===== src/rtl/tpu_host_sequencer.sv =====
// Bus initiator that runs one TPU matrix job: load A/B/C, start, wait, read C back.
// Define TPU_SEQ_CLOAD_EN to stream the C initial values instead of clearing C.
module tpu_host_sequencer #(
    parameter int DIM         = 8,
    parameter int ADDRW       = 16,
    parameter int DATAW       = 64,
    parameter int WAIT_CYCLES = 3*DIM
) (
    input  logic             clk,
    input  logic             rst,
    input  logic             start,
    output logic             busy,
    output logic             done,
    input  logic [DATAW-1:0] in_data,
    input  logic             in_valid,
    output logic             in_ready,
    output logic [DATAW-1:0] out_data,
    output logic             out_valid,
    input  logic             out_ready,
    output logic             tpu_r_w,
    output logic [ADDRW-1:0] tpu_addr,
    output logic [DATAW-1:0] tpu_wdata,
    input  logic [DATAW-1:0] tpu_rdata
);
    localparam int IW = $clog2(2*DIM) + 1;
    localparam int WW = $clog2(WAIT_CYCLES) + 1;
    localparam logic [IW-1:0]    AB_LAST    = IW'(DIM - 1);
    localparam logic [IW-1:0]    C_LAST     = IW'(2*DIM - 1);
    localparam logic [IW-1:0]    C_COUNT    = IW'(2*DIM);
    localparam logic [ADDRW-1:0] A_BASE     = ADDRW'(12'h100);
    localparam logic [ADDRW-1:0] B_BASE     = ADDRW'(12'h200);
    localparam logic [ADDRW-1:0] C_BASE     = ADDRW'(12'h300);
    localparam logic [ADDRW-1:0] START_ADDR = ADDRW'(12'h400);

    typedef enum logic [3:0] {
        IDLE, LOAD_A, LOAD_B, LOAD_C, START, WAIT, READ_C, DRAIN, DONE
    } state_t;

    state_t            state, state_d;
    logic [IW-1:0]     idx, idx_d;
    logic [WW-1:0]     wcnt, wcnt_d;
    logic              rd_pend, rd_pend_d;
    logic              busy_d, done_d, in_ready_d, out_valid_d, r_w_d;
    logic [DATAW-1:0]  out_data_d, wdata_d;
    logic [ADDRW-1:0]  addr_d;
    logic              xfer, hs;

    assign xfer = in_valid & in_ready;
    assign hs   = out_valid & out_ready;

    function automatic logic [ADDRW-1:0] row_addr(input logic [ADDRW-1:0] base, input logic [IW-1:0] i);
        return base + ADDRW'({i, 3'b000});
    endfunction

    // Even idx is the low half-row, odd idx the high half-row.
    function automatic logic [ADDRW-1:0] c_addr(input logic [IW-1:0] i);
        return C_BASE + (ADDRW'(i >> 1) << 4) + (ADDRW'(i[0]) << 3);
    endfunction

    always_comb begin
        state_d     = state;
        idx_d       = idx;
        wcnt_d      = wcnt;
        rd_pend_d   = 1'b0;
        busy_d      = busy;
        done_d      = 1'b0;
        in_ready_d  = in_ready;
        out_valid_d = out_valid;
        out_data_d  = out_data;
        r_w_d       = 1'b0;
        addr_d      = '0;
        wdata_d     = '0;
        unique case (state)
            IDLE: begin
                if (start) begin
                    state_d    = LOAD_A;
                    busy_d     = 1'b1;
                    idx_d      = '0;
                    in_ready_d = 1'b1;
                end
            end
            LOAD_A: begin
                if (xfer) begin
                    r_w_d   = 1'b1;
                    addr_d  = row_addr(A_BASE, idx);
                    wdata_d = in_data;
                    if (idx == AB_LAST) begin
                        idx_d   = '0;
                        state_d = LOAD_B;
                    end else begin
                        idx_d = idx + 1'b1;
                    end
                end
            end
            LOAD_B: begin
                if (xfer) begin
                    r_w_d   = 1'b1;
                    addr_d  = row_addr(B_BASE, idx);
                    wdata_d = in_data;
                    if (idx == AB_LAST) begin
                        idx_d   = '0;
                        state_d = LOAD_C;
`ifndef TPU_SEQ_CLOAD_EN
                        in_ready_d = 1'b0;
`endif
                    end else begin
                        idx_d = idx + 1'b1;
                    end
                end
            end
            LOAD_C: begin
`ifdef TPU_SEQ_CLOAD_EN
                if (xfer) begin
                    r_w_d   = 1'b1;
                    addr_d  = c_addr(idx);
                    wdata_d = in_data;
                    if (idx == C_LAST) begin
                        idx_d      = '0;
                        in_ready_d = 1'b0;
                        state_d    = START;
                    end else begin
                        idx_d = idx + 1'b1;
                    end
                end
`else
                // Clear C with back-to-back zero writes; no input consumed.
                r_w_d  = 1'b1;
                addr_d = c_addr(idx);
                if (idx == C_LAST) begin
                    idx_d   = '0;
                    state_d = START;
                end else begin
                    idx_d = idx + 1'b1;
                end
`endif
            end
            START: begin
                r_w_d   = 1'b1;
                addr_d  = START_ADDR;
                wcnt_d  = WW'(WAIT_CYCLES - 1);
                state_d = WAIT;
            end
            WAIT: begin
                if (wcnt == '0) state_d = READ_C;
                else            wcnt_d  = wcnt - 1'b1;
            end
            READ_C: begin
                if (hs) out_valid_d = 1'b0;
                // One read in flight at a time, so the capture slot is always free.
                if (rd_pend) begin
                    out_data_d  = tpu_rdata;
                    out_valid_d = 1'b1;
                    if (idx == C_COUNT) state_d = DRAIN;
                end else if (!out_valid || hs) begin
                    addr_d    = c_addr(idx);
                    rd_pend_d = 1'b1;
                    idx_d     = idx + 1'b1;
                end
            end
            DRAIN: begin
                if (hs) begin
                    out_valid_d = 1'b0;
                    done_d      = 1'b1;
                    busy_d      = 1'b0;
                    state_d     = DONE;
                end
            end
            DONE:    state_d = IDLE;
            default: state_d = IDLE;
        endcase
    end

    always_ff @(posedge clk or posedge rst) begin
        if (rst) begin
            state     <= IDLE;
            idx       <= '0;
            wcnt      <= '0;
            rd_pend   <= 1'b0;
            busy      <= 1'b0;
            done      <= 1'b0;
            in_ready  <= 1'b0;
            out_valid <= 1'b0;
            out_data  <= '0;
            tpu_r_w   <= 1'b0;
            tpu_addr  <= '0;
            tpu_wdata <= '0;
        end else begin
            state     <= state_d;
            idx       <= idx_d;
            wcnt      <= wcnt_d;
            rd_pend   <= rd_pend_d;
            busy      <= busy_d;
            done      <= done_d;
            in_ready  <= in_ready_d;
            out_valid <= out_valid_d;
            out_data  <= out_data_d;
            tpu_r_w   <= r_w_d;
            tpu_addr  <= addr_d;
            tpu_wdata <= wdata_d;
        end
    end
endmodule


===== config.mk =====
export PLATFORM = sky130hd
export DESIGN_NAME = tpu_host_sequencer
export DESIGN_NICKNAME = d
export VERILOG_FILES = /design/src/rtl/tpu_host_sequencer.sv
export SDC_FILE = /design/constraint.sdc
export NUM_CORES = 1
export LEC_CHECK = 0
export ABC_AREA = 1
export ABC_CLOCK_PERIOD_IN_PS = 12300
export BUFFER_PORTS_ARGS = -buffer_cell sky130_fd_sc_hd__buf_2
export CELL_PAD_IN_SITES_DETAIL_PLACEMENT = 1
export CELL_PAD_IN_SITES_GLOBAL_PLACEMENT = 1
export CORE_UTILIZATION = 38
export CTS_BUF_LIST = sky130_fd_sc_hd__clkbuf_4 sky130_fd_sc_hd__clkbuf_8 sky130_fd_sc_hd__clkbuf_16
export CTS_CLUSTER_SIZE = 20
export DETAILED_ROUTE_END_ITERATION = 10
export PLACE_DENSITY_LB_ADDON = 0.1
export SLEW_MARGIN = 20
export SYNTH_ARGS = -nofsm -noshare
export SYNTH_HDL_FRONTEND = slang
export SYNTH_SLANG_ARGS = --single-unit
export TNS_END_PERCENT = 100

===== constraint.sdc =====
create_clock -name clk -period 12.3 [get_ports clk]
set_input_delay 0.615 -clock clk [delete_from_list [all_inputs] [get_ports clk]]
set_output_delay 0.615 -clock clk [all_outputs]
set_load 0.02 [all_outputs]

[Word level (Yosys, flattened, before mapping)]
Cells that the tools add are included.
Storage, ports and cells
  flip-flop bits (word level): 165
  logic and storage cells: 104
  bits of input ports: 133
  output and inout bits: 149
Cells by class
  bitwise gates (word level): 2
  mux-type cells: 43
  eq/ne operators: 24
  reduce and logical (&&, ||, !) cells: 17
  $add $sub $neg: 6
Operators with widths (count)
  $mux 64: 2
  $pmux 12 s5: 1
  $mux 4: 10
  $pmux 4 s8: 1
  $mux 5: 6
  $ne 2x2->1 const B: 13
  $mux 12: 2
  $add 10x8->11 const A: 2
  $pmux 5 s4: 1
  $eq 4x3->1 const B: 4
  $add 11x4->12: 1
  $mux 1: 12
  $pmux 6 s2: 1
  $mux 11: 1
  $add 9x8->10 const A: 1
  $mux 10: 1
  $reduce_and 10->1: 1
  $eq 4x2->1 const B: 2
  $pmux 1 s2: 4
  $reduce_bool 2->1: 4
  $logic_not 6->1: 1
  $mux 6: 1
  $sub 6x1->6 const B: 1
  $add 5x1->5 const B: 1
  other kinds (15): 18

[Longest topological paths before layout]
  depth in word-level cells: 5
  gate-level depth with buffers: 10
  mapped depth without buffers: 10

[Worst setup path before layout]
OpenSTA, ideal clock, no wires.
  path kind: register to register
  start point: register idx[0]
  end point: register state[0]
  buffers on the path: 0
  slack: 10754 ps
  data required time: 12183 ps
  library setup time: 117 ps
  cell stages (with the launch flop): 11
  period minus slack after synthesis: 1546 ps
  data arrival time: 1429 ps
  cell sequence: dfrtp_1 -> ha_1 -> nand2_1 -> nor2_1 -> ha_1 -> nand3b_1 -> nand2_1 -> nor2_1 -> nand3_1 -> nand2_1 -> nand2_1
On the way
  longest elaborated chain between the ends: 3
  elaborated cells on any way between the ends: 8
  those cells by class: eq/ne (7); reduce/logical (1)
RTL lines
  from (decl): line 40  | logic [IW-1:0] idx, idx_d;
  from (signal assigned): line 189  | idx <= idx_d;
  $eq 5x5->1 (tied with other cells): line 153  | if (idx == C_COUNT) state_d = DRAIN;
  $ne 2x2->1 (no line)
  $reduce_and 10->1 (no line) *
  to (signal assigned): line 188  | state <= state_d;
  to (decl): line 39  | state_t state, state_d;
Every way passes the cells marked *; elsewhere a longest branch is shown, timed or not.
A chain may end at the register's enable or synchronous reset.

[Final worst setup path]
  start point: register state[3]
  end point: register out_data[60]
On the way
  longest elaborated chain between the ends: 2
RTL lines
  $eq 4x3->1: line 73  | unique case (state)
  $reduce_and 2->1 (no line)
  to (signal assigned): line 196  | out_data <= out_data_d;
  to (decl): line 17  | output logic [DATAW-1:0] out_data,
No other way between the ends.

==> flow_summary_export.csv <==
group,metric,value,unit
outcome,outcome,"complete, no violations",
synthesis,synth_top_cell_area_share,62.1,%
critical_path,cp-start-kind,"flop",
clock_tree,cts_setup_buffers,0,
route,wl,18900,um
synthesis,ys.flop_type,"dfrtp_1",
critical_path,r2r_cells,6,
sta,fin_skew,8.15,ps
clock_tree,clk_latency,430,ps
global_routing,grt_max_degree,94,
clock_tree,cts_resized,0,
sta,fin_crit,2260,ps
critical_path,r2r_slack,10040,ps
synthesis,synth.most_common_cell,"dfrtp_1",
synthesis,syn_area,6330,sq um
synthesis,syn-instance-count,557,
floorplan,die_height,131,um
placement,dp_cells,1027,
clock_tree,h-tree-depth,4,
pwr,p_comb_share,32.8,%
placement,dp_hpwl,13800,um
clock_tree,hold_buffers,0,
synthesis,yosysTopAreaCell,"dfrtp_1",
critical_path,reg2reg_to,"out_data[60]",
clock_tree,cts_root_buf,"clkbuf_16",
synthesis,avgSynthCellArea,11.4,sq um
pwr,seqPwrFrac,37.3,%
pwr,power_frac_clock,29.8,%
finish,syn_to_final_growth,33.4,%
route,vias_per_cell,4.65,
placement,gp_congestion,0.763,
sta,whs,362,ps
floorplan,start_util,39.4,%
global_routing,grt_use_total,21.9,%
floorplan,die_area,17200,sq um
synthesis,synth-edff-count,0,
sta,drv_slew,0,
sta,tns,0,ps
pwr,ir_drop,113,uV
clock_tree,clk_transition_reported_paths,60,ps
clock_tree,cts_buffer_depth,2,
sta,fin_crit_sh,18.4,%
flow_run,maxCapViolCount,0,
route,drc,0,
floorplan,num_rows,46,
pwr,leakagePower,4.73,nW
sta,rsz0062_at_grt,"false",
global_routing,antenna_found_initial,3,
finish,final_nets,969,
clock_tree,numCtsBuffers,17,
route,dr.pass1.iters,4,
global_routing,overflow,0,
finish,stdcell_count,1061,
critical_path,worst_ep_arrival_time,2560,ps
sta,fmax,0.443,GHz
synthesis,synthDistinctLibCells,25,
critical_path,cp-startpoint,"state[3]",
critical_path,required,12600,ps
sta,worst-slew-pin-transition,912,ps
critical_path,worstPathMaxFanout,35,
route,vias,4934,
global_routing,grt_pass1_vias,5068,
synthesis,async_reset_ff_share,100,%
global_routing,grt_first_pass_wirelength,27900,um
pwr,p_int,0.00115,W
sta,relSlewSlack,39.2,%
critical_path,crit_type,"flop to flop",
clock_tree,cts_tree,"yes",
placement,port_buffers,273,
pwr,switchingPower,0.000677,W
hold_path,hp-class,"input port to asynchronous set/reset pin",
synthesis,synth_seq_area_share,62.1,%
pwr,switching_share,37.1,%
synthesis,synth.ff_latch_count,157,
finish,drive_above_1_share,44.3,%
floorplan,chipWidth,131,um
route,drtIter0Drc,140,
pwr,power.density,216,nW/um^2
floorplan,ios,282,
route,wl_per_cell,17.8,um
route,ant_nets,0,
sta,setup_viol,0,
critical_path,r2r-start,"state[3]",
synthesis,yosysWarnings,0,
floorplan,coreArea,16100,sq um
sta,hold_viol,0,
critical_path,end_kind,"flop",
clock_tree,cts.sinks,157,
synthesis,netlist_top_cells_count,"dfrtp_1 (157), nand2_1 (121), nor2_1 (97)",
synthesis,synth_area_leaders,"dfrtp_1 (62%), mux2_4 (12%), nand2_1 (7.2%)",
## critical path, cell delays in order (launching register included)
cell and delay [ps]:
dfrtp_1 400, inv_1 50, nand2_1 130, nor2_1 100, nand2_4 400, buf_4 610
mux2_1 390
## state kept, by name, summed over array words and instances (netlist names)
name / flops
busy: 1
done: 1
idx: 5
in_ready: 1
out_data: 64
out_valid: 1
rd_pend: 1
state: 4
tpu_addr: 8
tpu_r_w: 1
tpu_wdata: 64
wcnt: 6
## worst max path at each step
stage,cells after the start,to
2_1_floorplan,1,busy
3_3_place_gp,3,tpu_wdata[41]
3_5_place_dp,7,idx[3]
4_1_cts,6,out_data[60]
5_1_grt,6,out_data[60]
6_report,6,out_data[60]
## kinds of logic (layout without fill, tap and decap cells)
logic type                 after synthesis  in the layout  share of synthesized area (%)
and+or+nand+nor                        247            247                           15.4
DFF                                    157            157                           62.1
muxes                                   64             64                           14.3
buffers and inverters                   61            339                           5.10
AOI/OAI and AO/OA                       19             19                           1.62
adders and majority gates                6              6                           1.19
xor gates and xnor gates                 2              2                          0.277
other                                    1             11                         0.0592
## area by class of cell
type                    count  area [sq um]
diodes                      3          7.51
well taps                 216           270
repair buffers            276          1390
multi-input cells         346          2110
clock inverters            12           164
flip-flops and latches    157          3930
fillers                  1861          7610
clock buffers              19           447
inverters                  32           126
## cell usage in the layout (no fill, tap or decap), types with 2 or more instances in the layout
cell / netlist / layout
buf_2: 3 / 273
dfrtp_1: 157 / 157
nand2_1: 121 / 120
nor2_1: 97 / 97
mux2_4: 49 / 49
inv_1: 25 / 23
nand3_1: 20 / 20
clkbuf_16: 0 / 17
mux2_1: 15 / 15
o21ai_0: 10 / 10
conb_1: 1 / 8
inv_2: 7 / 7
ha_1: 6 / 6
nor2_2: 4 / 4
diode_2: 0 / 3
a21oi_1: 3 / 3
o21ai_1: 3 / 3
clkinv_4: 0 / 3
clkinvlp_4: 0 / 3
bufinv_16: 0 / 3
buf_4: 12 / 3
nand2_2: 2 / 2
nand4_1: 2 / 2
xor2_1: 2 / 2
clkinv_2: 0 / 2
inv_6: 0 / 2
## power by group through the flow
stage               sequential [W]  combinational [W]  clock [W]
finish                    0.000682           0.000600   0.000545
detailed placement        0.000690           0.000604          0
floorplan                 0.000803           0.000283          0
CTS                       0.000683           0.000610   0.000557
global route              0.000695           0.000657   0.000578
global placement          0.000684           0.000589          0
## through the flow
stage	utilization [%]	power (W)	cell area [sq um]	setup slack (ps)
2_1_floorplan	-	0.00109	6360	7450
3_3_place_gp	48.7	0.00127	7830	10090
3_5_place_dp	48.7	0.00129	7830	10000
4_1_cts	52.5	0.00185	8440	10030
5_1_grt	52.6	0.00193	8450	9900
6_report	52.6	0.00183	8450	10040
## metal layers
layer	up-vias	part of all wire (%)	GRT usage, %
met5	-	0	0
met1	2459	39	25.0
met3	17	7.2	6.33
li1	2287	-	-
met2	171	53	39.5
met4	0	1.3	6.96
(Power assumes the default switching activity.)
